<file path="config.mk">
export PLATFORM = sky130hd
export DESIGN_NAME = oob_dev
export DESIGN_NICKNAME = d
export VERILOG_FILES = /design/src/rtl/oob_dev.sv
export SDC_FILE = /design/constraint.sdc
export NUM_CORES = 1
export LEC_CHECK = 0
export ABC_CLOCK_PERIOD_IN_PS = 5100
export BUFFER_PORTS_ARGS = -buffer_cell sky130_fd_sc_hd__buf_2
export CAP_MARGIN = 0
export CORE_ASPECT_RATIO = 1.1
export CORE_MARGIN = 1
export CORE_UTILIZATION = 50
export DETAILED_ROUTE_END_ITERATION = 10
export PLACE_DENSITY = 0.84
export SYNTH_ARGS = -nofsm -noshare
export SYNTH_HDL_FRONTEND = slang
export SYNTH_SLANG_ARGS = --single-unit
</file>
<file path="constraint.sdc">
create_clock -name clk -period 5.1 [get_ports clk]
set_clock_uncertainty 0.1 [all_clocks]
set_input_delay 0.255 -clock clk [delete_from_list [all_inputs] [get_ports clk]]
set_output_delay 0.255 -clock clk [all_outputs]
set_load 0.02 [all_outputs]
</file>
<file path="src/rtl/oob_dev.sv">
// oob_dev: SATA device-side out-of-band (OOB) handshake.
// It answers a host COMRESET with COMINIT, answers COMWAKE with COMWAKE,
// sends ALIGN primitives until the host sends ALIGN back, and then passes
// data through in READY.
module oob_dev #(
    parameter int          DATA_BYTE_WIDTH = 4,
    parameter int          OOB_BURST_CLKS  = 160,
    parameter logic [15:0] COMWAKE_TIMEOUT = 16'd8192,
    parameter logic [15:0] ALIGN_TIMEOUT   = 16'd4096
) (
    input  logic                         clk,
    input  logic                         rst,
    input  logic                         gtx_ready,
    input  logic                         rxcominitdet_in,
    input  logic                         rxcomwakedet_in,
    input  logic                         rxelecidle_in,
    input  logic                         rxbyteisaligned,
    input  logic [DATA_BYTE_WIDTH*8-1:0] rxdata_in,
    input  logic [DATA_BYTE_WIDTH-1:0]   rxcharisk_in,
    input  logic [DATA_BYTE_WIDTH*8-1:0] txdata_in,
    input  logic [DATA_BYTE_WIDTH-1:0]   txcharisk_in,
    output logic                         txcominit,
    output logic                         txcomwake,
    output logic                         txelecidle,
    output logic [DATA_BYTE_WIDTH*8-1:0] txdata_out,
    output logic [DATA_BYTE_WIDTH-1:0]   txcharisk_out,
    output logic [DATA_BYTE_WIDTH*8-1:0] rxdata_out,
    output logic [DATA_BYTE_WIDTH-1:0]   rxcharisk_out,
    output logic                         phy_ready
);

    localparam int DW = DATA_BYTE_WIDTH * 8;
    localparam int KW = DATA_BYTE_WIDTH;

    localparam logic [DW-1:0] ALIGN_DATA  = 32'h7B4A4ABC;
    localparam logic [KW-1:0] ALIGN_K     = 4'b0001;
    localparam logic [15:0]   BURST_LAST  = 16'(OOB_BURST_CLKS - 1);
    localparam logic [15:0]   CWAKE_LAST  = COMWAKE_TIMEOUT - 16'd1;
    localparam logic [15:0]   ALIGN_LAST  = ALIGN_TIMEOUT - 16'd1;

    typedef enum logic [2:0] {
        IDLE,
        SEND_COMINIT,
        WAIT_COMINIT,
        WAIT_COMWAKE,
        SEND_COMWAKE,
        WAIT_COMWAKE_END,
        SEND_ALIGN,
        READY
    } state_t;

    state_t      state;
    state_t      next;
    logic [15:0] cnt;
    logic        align_match;

    assign align_match = rxbyteisaligned && (rxcharisk_in == ALIGN_K)
                         && (rxdata_in == ALIGN_DATA);

    // Next-state decode; global aborts override the state-local transitions.
    always_comb begin
        next = state;
        unique case (state)
            IDLE:             if (gtx_ready && rxcominitdet_in) next = SEND_COMINIT;
            SEND_COMINIT:     next = WAIT_COMINIT;
            WAIT_COMINIT:     if (cnt == BURST_LAST) next = WAIT_COMWAKE;
            WAIT_COMWAKE: begin
                if (rxcomwakedet_in)          next = SEND_COMWAKE;
                else if (cnt == CWAKE_LAST)   next = SEND_COMINIT;
            end
            SEND_COMWAKE:     next = WAIT_COMWAKE_END;
            WAIT_COMWAKE_END: if (cnt >= BURST_LAST && !rxelecidle_in) next = SEND_ALIGN;
            SEND_ALIGN: begin
                if (align_match)              next = READY;
                else if (cnt == ALIGN_LAST)   next = IDLE;
            end
            READY:            if (rxelecidle_in && cnt == BURST_LAST) next = IDLE;
            default:          next = IDLE;
        endcase
        if (rxcominitdet_in && state != IDLE && state != SEND_COMINIT)
            next = SEND_COMINIT;
        if (!gtx_ready)
            next = IDLE;
    end

    // State register.
    always_ff @(posedge clk) begin
        if (rst) state <= IDLE;
        else     state <= next;
    end

    // Shared cycle counter: clears on state entry and saturates. In READY it
    // counts consecutive rx electrical-idle cycles, so it also clears on any
    // non-idle cycle there.
    always_ff @(posedge clk) begin
        if (rst)                                   cnt <= '0;
        else if (next != state)                    cnt <= '0;
        else if (state == READY && !rxelecidle_in) cnt <= '0;
        else if (cnt != '1)                        cnt <= cnt + 16'd1;
    end

    // Tx-side outputs are registered from the next state so they line up
    // with the state register rather than lagging it by a cycle.
    always_ff @(posedge clk) begin
        if (rst) begin
            txcominit     <= 1'b0;
            txcomwake     <= 1'b0;
            txelecidle    <= 1'b1;
            phy_ready     <= 1'b0;
            txdata_out    <= '0;
            txcharisk_out <= '0;
        end else begin
            txcominit     <= (next == SEND_COMINIT);
            txcomwake     <= (next == SEND_COMWAKE);
            txelecidle    <= !(next == SEND_ALIGN || next == READY);
            phy_ready     <= (next == READY);
            txdata_out    <= '0;
            txcharisk_out <= '0;
            if (next == SEND_ALIGN) begin
                txdata_out    <= ALIGN_DATA;
                txcharisk_out <= ALIGN_K;
            end else if (next == READY) begin
                txdata_out    <= txdata_in;
                txcharisk_out <= txcharisk_in;
            end
        end
    end

    // Rx word pass-through with one cycle of latency.
    always_ff @(posedge clk) begin
        if (rst) begin
            rxdata_out    <= '0;
            rxcharisk_out <= '0;
        end else begin
            rxdata_out    <= rxdata_in;
            rxcharisk_out <= rxcharisk_in;
        end
    end

endmodule
</file>
==> impl_metrics.py <==
metrics = {
    "placement": {
        "dp_hpwl_um": 5960,
        "io_buffers": 154,
        "gp_congestion": 0.884,
        "pre_cts_ws_ns": 2.15,
        "post_dp_cell_area_um2": 4260,
    },
    "worst_setup_path": {
        "reg2reg_from": "cnt[0]$_SDFFE_PP0P_",
        "worst_r2r_endpoint": "txdata_out[26]$_SDFF_PP0_",
        "reg2reg_slack_ns": 2.02,
        "critPathMaxStageDelay_ns": 0.96,
        "reg2reg_depth": 7,
        "cp-start-kind": "flip-flop",
        "crit_start": "cnt[0]$_SDFFE_PP0P_",
        "crit_path_top_delay_cell": "o22ai_1",
        "arrival_ns": 3.28,
        "worstPathCellList": "ha_1 > nand3_1 > nor4_1 > o21a_1 > nor4_2 > o22ai_1 > and3_1",
        "critPathKind": "reg -> reg",
        "end_kind": "flip-flop",
        "cp_max_fo": 20,
        "cp.required_ns": 5.31,
        "endpoint": "txdata_out[26]$_SDFF_PP0_",
    },
    "routing": {
        "ant_nets": 0,
        "detail_route.wl_per_cell_um": 14.4,
        "routed_wirelength_um": 8560,
        "first_pass_iters": 5,
        "vias": 3076,
        "viasPerCell": 5.18,
        "dr.first_iter.drc_count": 210,
        "drc": 0,
    },
    "timing": {
        "setup_violations": 0,
        "slew_headroom": 0.164,
        "max_slew.worst_pin.slew_ns": 1.25,
        "post-route-period-util": 0.603,
        "finalHoldViolCount": 0,
        "fmax_mhz": 325,
        "worst_slack_ns": 2.02,
        "rsz0062_at_grt": "no",
        "layout_min_cycle_time_ns": 3.08,
        "slew_violations": 0,
        "final.setup.tns_ns": 0,
    },
    "grt": {
        "grt.total_usage": 0.223,
        "grt_overflow": 0,
        "grt_pass1_vias": 2721,
        "antenna_found_initial": 0,
        "grt_first_pass_wirelength_um": 12300,
        "grt_start_max_net_pins": 41,
    },
    "synth": {
        "synth-edff-count": 0,
        "synthFlopType": "dfxtp_1",
        "syn_area_um2": 3490,
        "synth_common_cells": "dfxtp_1, nor2b_1, o21a_1",
        "synth_cell_types": 54,
        "synth_seq_cells": 95,
        "synth_area_per_cell_um2": 10.3,
        "synth.most_common_cell": "dfxtp_1",
        "synth.area.top_cells": "dfxtp_1, nor2b_1, o21a_1",
        "yosysTopAreaCellShare": 0.544,
        "yosys_warnings": 0,
        "synth_nets": 419,
        "ys_seq_area_frac": 0.544,
        "yosys.area.top_type": "dfxtp_1",
        "async_flop_share": 0,
        "netlist_instances": 339,
    },
    "final_layout": {
        "area_growth_pct": 33.8,
        "diodes": 0,
        "finalInstanceArea_um2": 4670,
        "fill_cells": 523,
        "nets": 587,
        "drive_gt1_frac": 0.357,
    },
    "power_and_ir_drop": {
        "p_per_area_nw_per_um2": 293,
        "ir_drop_mv": 0.238,
        "total_power_mw": 1.37,
        "cellLeakagePower_nw": 2.16,
    },
    "clock_tree": {
        "cts_setup_buffers": 0,
        "cts_tree": "yes",
        "cts_max_path_buffers": 2,
        "cts.sinks": 95,
        "cts_buffers": 9,
        "clk_pin_slew_ns": 0.10,
        "cts_max_level": 3,
        "clock-root-buffer": "clkbuf_8",
        "ctsResizeCount": 0,
        "cts-hold-fix-buffers": 18,
        "clk_latency_ns": 0.36,
    },
    "floorplanning": {
        "fp.coreArea_um2": 6670,
        "die_w_um": 81.7,
        "dieArea_um2": 7330,
        "die_h_um": 89.7,
        "rows": 31,
        "ios": 155,
        "initial_core_util": 0.524,
    },
    "status": {
        "status": "finished clean",
    },
    "min_path": {
        "hold_class": "in -> reg",
    },
    "flow_run": {
        "cap_violations": 0,
    },
}
-- registers in the layout (all words and copies together) (netlist names) --
signal	count
cnt	16
phy_ready	1
rxcharisk_out	4
rxdata_out	32
state	3
txcharisk_out	4
txcominit	1
txcomwake	1
txdata_out	32
txelecidle	1
-- critical path: cells and delay by family, from the launching register on --
kind / cells / cell delay [ns]
compound gates: 2 / 1.23
fa+ha+maj: 1 / 0.28
flops: 1 / 0.40
simple gates: 4 / 1.02
-- cells in the final DEF (no fill, tap or decap), types with 2 or more instances in the layout --
cell type      synthesis  layout
xnor2_1                9       9
o21a_1                22      22
dlygate4sd3_1          0      21
nor3_1                14      14
nand4_1                7       7
nand3_1                8       8
nand2_1               11      11
nor4bb_1               6       6
clkbuf_8               0      10
inv_1                  7       7
o211ai_1               4       4
dfxtp_1               95      95
nor4_1                 7       7
xor2_1                 2       2
and3_1                18      18
nor3b_1                2       2
a21oi_1                4       4
nor4b_1                3       3
nor2_1                19      19
buf_2                  5     154
and3b_1                2       2
inv_8                  0       2
o21ai_0                7       7
nor4_2                 2       2
nor2b_1               39      39
or2_2                  3       3
nand2b_1               3       3
-- worst min-delay path by stage --
| stage | start | endpoint | slack [ns] | cells past startpoint |
|---|---|---|---|---|
| after floorplan | txdata_in[17] | txdata_out[17]$_SDFF_PP0_ | 0.28 | 1 |
| after CTS | txdata_in[31] | txdata_out[31]$_SDFF_PP0_ | 0.0003 | 2 |
| after global routing | txdata_in[15] | txdata_out[15]$_SDFF_PP0_ | 0.0009 | 2 |
| after global placement | txdata_in[3] | txdata_out[3]$_SDFF_PP0_ | 0.36 | 2 |
| after detailed placement | txdata_in[3] | txdata_out[3]$_SDFF_PP0_ | 0.37 | 2 |
| final | txdata_in[13] | txdata_out[13]$_SDFF_PP0_ | 0.004 | 2 |
-- layout make-up --
cell class,instances,area [µm²],area share
Inverter,7,26.3,0.00562
Clock buffer,10,138,0.0294
Clock inverter,6,63.8,0.0137
Multi-Input combinational cell,219,1460,0.313
Sequential cell,95,1900,0.407
Tap cell,82,103,0.0219
Timing Repair Buffer,175,981,0.210
-- metal layers --
metal / wire (µm) / global-route usage / vias to the layer above
met5: 0 / 0 / -
met4: 235 / 0.100 / 0
met3: 609 / 0.0677 / 22
met2: 4350 / 0.390 / 120
met1: 3360 / 0.249 / 1403
li1: - / - / 1531
-- per-stage QoR --
step	cells	util	hold WS, ns
after floorplan	339	-	0.279
after global placement	557	0.639	0.364
after detailed placement	557	0.639	0.366
after CTS	591	0.696	0.000335
after global routing	594	0.701	0.000922
final	594	0.701	0.00427
-- cells by family (layout without fill, tap and decap cells) --
group           after synthesis  in the layout  share of synthesized area
buf+inv                      25            198                     0.0372
mux                           1              1                    0.00287
flops                        95             95                      0.544
fa+ha+maj                     1              1                    0.00358
xor+xnor                     11             11                     0.0276
simple gates                156            156                      0.279
compound gates               50             50                      0.105
-- report_power, final --
group	internal [mW]	total [mW]	switching [mW]
clock network	0.204	0.486	0.282
registers	0.758	0.765	0.00642
logic	0.0581	0.120	0.0623
total	1.02	1.37	0.351
Note: power is estimated with default switching activity, not from simulation.
